`src/rtl/return_pkt_scheduler_pkg.sv`:
```
// Shared types and constants for the ARM return-packet scheduler.
// Holds the FSM encoding, source IDs, packet words and the round-robin pick.
package return_pkt_scheduler_pkg;

    typedef enum logic [1:0] {
        IDLE    = 2'd0,
        WR0     = 2'd1,
        WR1     = 2'd2,
        WAIT_RD = 2'd3
    } state_t;

    localparam logic [1:0] SRC_PARA   = 2'd0;
    localparam logic [1:0] SRC_MODE   = 2'd1;
    localparam logic [1:0] SRC_UPLOAD = 2'd2;
    localparam logic [1:0] SRC_NONE   = 2'd3;

    localparam logic [15:0] HDR_PARA   = 16'h2222;
    localparam logic [15:0] PAY_PARA   = 16'h5555;
    localparam logic [15:0] HDR_MODE   = 16'h4444;
    localparam logic [15:0] HDR_UPLOAD = 16'h8888;

    // First pending source strictly after last, wrapping over 0..2.
    function automatic logic [1:0] rr_pick(
        input logic [2:0] pend,
        input logic [1:0] last
    );
        logic [1:0] pick;
        logic [1:0] idx;
        pick = SRC_NONE;
        for (int k = 3; k >= 1; k--) begin
            idx = 2'((int'(last) + k) % 3);
            if (pend[idx]) pick = idx;
        end
        return pick;
    endfunction

endpackage

```
`src/rtl/return_pkt_scheduler_cs_edge_sync.sv`:
```
// CSn synchronizer with a one-cycle rising-edge pulse.
// All flops idle high so a released CSn never looks like an edge.
module cs_edge_sync (
    input  logic clk,
    input  logic rst,
    input  logic cs_n,
    output logic rise
);

    logic s1;
    logic s2;
    logic s3;

    always_ff @(posedge clk or posedge rst) begin
        if (rst) begin
            s1 <= 1'b1;
            s2 <= 1'b1;
            s3 <= 1'b1;
        end else begin
            s1 <= cs_n;
            s2 <= s1;
            s3 <= s2;
        end
    end

    assign rise = s2 & ~s3;

endmodule

```
`src/rtl/return_pkt_scheduler.sv`:
```
// Arbitrates three return-packet requests and writes each packet to the
// ARM read RAM, then waits for the ARM to read it or for a timeout.
module return_pkt_scheduler
    import return_pkt_scheduler_pkg::*;
#(
    parameter int TIMEOUT_CYC = 50000,
    parameter int READ_EDGES  = 4
) (
    input  logic        clk_25m,
    input  logic        rst,
    input  logic        CSn,
    input  logic        para_confi_acq_flag,
    input  logic        mode_sel_acq_flag,
    input  logic [15:0] mode_payload,
    input  logic        data_upload_acq_flag,
    input  logic [15:0] upload_payload,
    output logic [4:0]  wr_addr,
    output logic [15:0] wr_data,
    output logic        wr_en,
    output logic        fpga_to_arm,
    output logic        busy,
    output logic [1:0]  grant_id,
    output logic        timeout_err
);

    localparam int TW = (TIMEOUT_CYC > 1) ? $clog2(TIMEOUT_CYC) : 1;

    state_t        state;
    state_t        state_nx;
    logic [2:0]    pend;
    logic [2:0]    flags;
    logic [2:0]    clr;
    logic [15:0]   mode_pay;
    logic [15:0]   up_pay;
    logic [15:0]   hdr;
    logic [15:0]   pay;
    logic [1:0]    last;
    logic [1:0]    gid;
    logic [1:0]    gnt;
    logic          go;
    logic          rise;
    logic          done;
    logic          tmo;
    logic [2:0]    rcnt;
    logic [TW-1:0] tcnt;

    cs_edge_sync u_sync (
        .clk  (clk_25m),
        .rst  (rst),
        .cs_n (CSn),
        .rise (rise)
    );

    assign flags = {data_upload_acq_flag, mode_sel_acq_flag, para_confi_acq_flag};
    assign gnt   = rr_pick(pend, last);
    assign go    = (state == IDLE) && (|pend);
    assign clr   = go ? (3'b001 << gnt) : 3'b000;
    assign done  = (state == WAIT_RD) && rise && (rcnt == 3'(READ_EDGES - 1));
    assign tmo   = (state == WAIT_RD) && (tcnt == TW'(TIMEOUT_CYC - 1));

    assign fpga_to_arm = (state == WAIT_RD);
    assign busy        = (state != IDLE);
    assign grant_id    = gid;

    always_comb begin
        state_nx = state;
        wr_en    = 1'b0;
        wr_addr  = 5'd0;
        wr_data  = 16'h0000;
        unique case (state)
            IDLE:    if (|pend) state_nx = WR0;
            WR0: begin
                state_nx = WR1;
                wr_en    = 1'b1;
                wr_data  = hdr;
            end
            WR1: begin
                state_nx = WAIT_RD;
                wr_en    = 1'b1;
                wr_addr  = 5'd1;
                wr_data  = pay;
            end
            WAIT_RD: if (done || tmo) state_nx = IDLE;
            default: state_nx = IDLE;
        endcase
    end

    always_ff @(posedge clk_25m or posedge rst) begin
        if (rst) begin
            state       <= IDLE;
            pend        <= 3'b000;
            mode_pay    <= 16'h0000;
            up_pay      <= 16'h0000;
            hdr         <= 16'h0000;
            pay         <= 16'h0000;
            last        <= SRC_UPLOAD;
            gid         <= SRC_NONE;
            rcnt        <= 3'd0;
            tcnt        <= '0;
            timeout_err <= 1'b0;
        end else begin
            state <= state_nx;
            // A flag in the grant cycle re-queues its source.
            pend  <= (pend & ~clr) | flags;
            if (mode_sel_acq_flag)    mode_pay <= mode_payload;
            if (data_upload_acq_flag) up_pay   <= upload_payload;
            if (go) begin
                gid  <= gnt;
                last <= gnt;
                unique case (gnt)
                    SRC_PARA: begin
                        hdr <= HDR_PARA;
                        pay <= PAY_PARA;
                    end
                    SRC_MODE: begin
                        hdr <= HDR_MODE;
                        pay <= mode_pay;
                    end
                    default: begin
                        hdr <= HDR_UPLOAD;
                        pay <= up_pay;
                    end
                endcase
            end else if (state_nx == IDLE) begin
                gid <= SRC_NONE;
            end
            if (state == WAIT_RD) begin
                tcnt <= tcnt + 1'b1;
                if (rise) rcnt <= rcnt + 1'b1;
            end else begin
                tcnt <= '0;
                rcnt <= 3'd0;
            end
            if (tmo && !done) timeout_err <= 1'b1;
        end
    end

endmodule

```
`config.mk`:
```
export PLATFORM = sky130hd
export DESIGN_NAME = return_pkt_scheduler
export DESIGN_NICKNAME = d
export VERILOG_FILES = /design/src/rtl/return_pkt_scheduler_pkg.sv /design/src/rtl/return_pkt_scheduler_cs_edge_sync.sv /design/src/rtl/return_pkt_scheduler.sv
export SDC_FILE = /design/constraint.sdc
export NUM_CORES = 1
export LEC_CHECK = 0
export BUFFER_PORTS_ARGS = -buffer_cell sky130_fd_sc_hd__buf_2
export CORE_MARGIN = 2
export CORE_UTILIZATION = 39
export DETAILED_ROUTE_END_ITERATION = 8
export GPL_ROUTABILITY_DRIVEN = 0
export PLACE_DENSITY = 0.66
export SLEW_MARGIN = 10
export SYNTH_ARGS = -nofsm -noshare
export SYNTH_HDL_FRONTEND = slang
export SYNTH_HIERARCHICAL = 1
export SYNTH_SLANG_ARGS = --single-unit
export TNS_END_PERCENT = 1
```
`constraint.sdc`:
```
create_clock -name clk_25m -period 4.1 [get_ports clk_25m]
set_clock_uncertainty 0.15 [all_clocks]
set_input_delay 0 -clock clk_25m [delete_from_list [all_inputs] [get_ports clk_25m]]
set_output_delay 0 -clock clk_25m [all_outputs]
set_load 0.1 [all_outputs]
```
== Word-level counts from Yosys, hierarchy flattened ==
Cells that the tools add are included.

* Register bits: 96
* Word-level logic and storage cells: 75

* Bitwise gates (word level): 5
* Reduce and logical (&&, ||, !) cells: 14
* Equality and inequality tests: 7
* Shift operators: 1
* $lt $le $gt $ge: 3
* Mux-type cells: 23
* Div/mod/pow operators: 3
* Add/sub/neg operators: 5

{| class="wikitable"
|+ Operators by type and width
! kind !! count
|-
| $mod 32x3->32 const B || 3
|-
| $pmux 16 s2 || 3
|-
| $add 16x1->16 const B || 1
|-
| $eq 16x16->1 const B || 1
|-
| $mux 16 || 1
|-
| $mux 2 || 7
|-
| $lt 2x3->1 const B || 3
|-
| $mux 3 || 3
|-
| $pmux 2 s4 || 1
|-
| $add 2x2->3 const B || 2
|-
| $bmux 1 s2 || 3
|-
| $logic_not 2->1 || 3
|-
| $logic_and 1x1->1 || 5
|-
| $mux 1 || 5
|-
| $eq 2x1->1 const B || 2
|-
| $eq 2x2->1 const B || 2
|-
| $reduce_bool 2->1 || 2
|-
| $add 2x1->3 const B || 1
|-
| $add 3x1->3 const B || 1
|-
| $and 3x3->3 || 1
|-
| $eq 3x2->1 const B || 1
|-
| $not 3->3 || 1
|-
| $or 3x3->3 || 1
|-
| $reduce_or 3->1 || 1
|-
| other kinds (7) || 7
|}

== Logic depth before layout (Yosys ltp) ==
* Depth in word-level cells: 12
* Depth in mapped cells: 8
* Mapped depth without buffers: 6

== Cells and area by module ==
The synthesis kept the hierarchy.

{| class="wikitable"
|+ By module, submodules not included
! module !! times used !! seq. area each (um2) !! area an instance (um2) !! cells an instance
|-
| return_pkt_scheduler || 1 || 2005.7 || 4275.4 || 397
|-
| cs_edge_sync || 1 || 78.8 || 96.3 || 5
|}

== Worst setup path after synthesis ==
OpenSTA, ideal clock, no wires.

* Path kind: reg-to-output
* Start: register state[0]
* End: output wr_data[11]
* Required time: 3.950 ns
* Data arrival time: 4.212 ns
* Setup slack: -0.262 ns
* Stages on the path, launching flop included: 7
* Cell sequence: dfrtp_1 > inv_1 > ha_1 > clkbuf_1 > clkbuf_1 > nand2_1 > a21boi_0

* Cells in the longest elaborated chain, start to end: 2
* Elaborated cells on any way between the ends: 3

{| class="wikitable"
|+ RTL lines
! what !! RTL line !! source
|-
| start: declaration || return_pkt_scheduler.sv:28 || <nowiki>state_t state;</nowiki>
|-
| start signal: assignment || return_pkt_scheduler.sv:102 || <nowiki>state <= state_nx;</nowiki>
|-
| $eq 2x2->1 or $eq 2x1->1 (tied branches) || return_pkt_scheduler.sv:70 || <nowiki>unique case (state)</nowiki>
|-
| $pmux 16 s2 * || return_pkt_scheduler.sv:70 ||
|-
| end: declaration || return_pkt_scheduler.sv:18 || <nowiki>output logic [15:0] wr_data,</nowiki>
|}

Mark *: on every way between the ends. The rest lies on a longest branch, timed or not.

== Worst setup path in the final report ==
* Start: register state[0]
* End: output wr_data[10]

The elaborated chain is that of the path after synthesis.

==> results.yml <==
status:
  status: "completed"
clock_tree:
  numCtsBuffers: 9
  postCtsHoldBufs: 37
  cts-root-buf: "clkbuf_8"
  cts_setup_buffers: 0
  clock_latency_ps: 360
  ctsLongestPathBuffers: 2
  clkTransAtPathRegs_ps: 80
  cts.sinks: 83
  cts_tree: "done"
  htreeDepth: 3
  cts_resized: 0
synthesis:
  syn_area_per_cell_um2: 10.9
  synthesis.area_um2: 4370
  synth-edff-count: 0
  ys.flop_type: "dfrtp_1"
  yosys_warnings: 6
  ys_seq_elements: 83
  netlist_instances: 402
  ys_seq_area_frac: 0.477
  ys_types: 62
  async_flop_share: 1.00
power:
  ir_drop_mv: 0.412
  p_sw_mw: 2.06
  pwr-share-seq: 0.284
  combPwrFrac: 0.564
  fin_total_pwr_mw: 3.96
  switching_share: 0.519
  clock_power_share: 0.152
  cellPowerDensity_nw_per_um2: 754
  p_leak_nw: 2.31
  p_int_mw: 1.91
place:
  portBuffers: 60
  dpl.hpwl_um: 6820
  place_ws_ps: 1500
  dpl.cell_count: 575
  dpl_cell_area_um2: 4690
timing:
  setup_violations: 0
  drv_slew: 0
  fmax_mhz: 378
  fin_crit_sh: 0.645
  relSlewSlack: 0.271
  period_needed_ps: 2650
  max_slew.worst_pin.slew_ps: 1090
  hold_viol_final: 0
  timing.final.ws_setup_ps: 1450
  rsz0062_at_grt: "no"
  hold_ws_ps: 68.9
floorplanning:
  die_w_um: 110
  core.rowCount: 38
  start_util: 0.402
  die_height_um: 110
  io_pins: 65
  coreArea_um2: 10900
  die_area_um2: 12100
cells_and_area:
  finalInstanceArea_um2: 5260
  diodes: 0
  layout_common_cells: "dfrtp_1, buf_2, nand2_1, dlygate4sd3_1, mux2_2"
  stdcell_count: 628
  fillers: 961
  fin_nets: 532
  area_delta_synth_final_pct: 20.3
  mostFrequentLayoutCell: "dfrtp_1"
  layout-drive-gt1-share: 0.268
grt:
  grt_pass1_vias: 3316
  grt-ovfl-total: 0
  grt_pass1_wl_um: 16400
  antenna_found_initial: 0
  track_usage: 0.176
  grt_max_degree: 49
worst_setup_path:
  r2r_cells: 5
  cp.required_ps: 3950
  startpoint_type: "flop"
  criticalPathCategory: "flop to output port"
  critPathMaxFanout: 20
  cp.arrival_ps: 2500
  cp-end-kind: "output port"
route:
  drcViolationCount: 0
  ant_nets: 0
  drt-total-wl_um: 9880
  drtIter0Drc: 203
  avgRoutedWirePerCell_um: 15.7
  dr.pass1.iters: 4
  viasPerCell: 5.32
  num_vias: 3341
min_path:
  hp-class: "input port to asynchronous set/reset pin"
flow_run:
  maxCapViolations: 0
[power groups by stage]
stage / combinational [mW] / sequential [mW] / clock (mW)
finish: 2.23 / 1.13 / 0.602
global route: 2.40 / 1.15 / 0.654
CTS: 2.23 / 1.13 / 0.617
detailed placement: 2.21 / 1.14 / 0
global placement: 2.17 / 1.13 / 0
floorplan: 1.86 / 1.15 / 0
[sequential cells by signal, summed over array words and instances (netlist names), 2 cells and up]
| signal | cells |
|---|---|
| last | 2 |
| rcnt | 3 |
| mode_pay | 16 |
| up_pay | 16 |
| pend | 3 |
| state | 2 |
| pay | 16 |
| tcnt | 16 |
| hdr | 3 |
| grant_id | 2 |
[path summary, 6_finish.rpt]
path                                start  slack [ps]           to
worst max-delay path             state[0]        1450  wr_data[10]
worst min-delay path                  rst          70  mode_pay[6]
worst max register to register    last[1]        1510      hdr[14]
worst min register to register  u_sync/s1         210    u_sync/s2
max in group asynchronous             rst        2720      tcnt[1]
min in group clk_25m                  CSn         130    u_sync/s1
[per-layer routing]
metal  GRT usage  routed length, µm
met1       0.244               4560
met2       0.267               4570
met3      0.0362                530
met4      0.0769                210
met5           0                  0
[critical path: stages (launching register included)]
cell	delay [ps]
dfrtp_1	420
inv_1	170
ha_1	640
nand2_1	100
a21boi_0	310
buf_2	490
[cells by family after synthesis]
logic type,after synthesis,synth area share
AOI/OAI and AO/OA,86,0.173
xor gates and xnor gates,12,0.0240
adders and majority gates,11,0.0315
buffers and inverters,43,0.0515
DFF,83,0.477
muxes,34,0.0870
other,1,0.000858
and+or+nand+nor,132,0.156
[final cells by class]
class                   count  area (µm²)  share of cell area
inverters                  12        46.3             0.00880
repair buffers             98         678               0.129
multi-input cells         279        2070               0.394
well taps                 140         175              0.0333
flip-flops and latches     83        2080               0.396
clock buffers              10         138              0.0262
clock inverters             6        63.8              0.0121
[synthesized netlist by cell type, types with 8 or more instances]
library cell	number	area (µm²)
nand2_1	45	169
o31a_1	9	78.8
o41ai_1	9	78.8
mux2_2	32	360
a31o_1	8	70.1
and2_1	17	106
buf_2	8	40.0
nor3_1	9	45.0
a21boi_0	15	113
buf_4	8	60.1
nor2_1	25	93.8
dfrtp_1	77	1930
xor2_1	9	78.8
clkbuf_1	10	37.5
ha_1	11	138
inv_1	12	45.0
a41oi_1	8	70.1
[metrics by stage]
stage | util | setup TNS, ps
global placement | 0.430 | 0
floorplan | - | -1350
detailed placement | 0.430 | 0
global route | 0.483 | 0
CTS | 0.483 | 0
finish | 0.483 | 0
(Power assumes the default switching activity.)
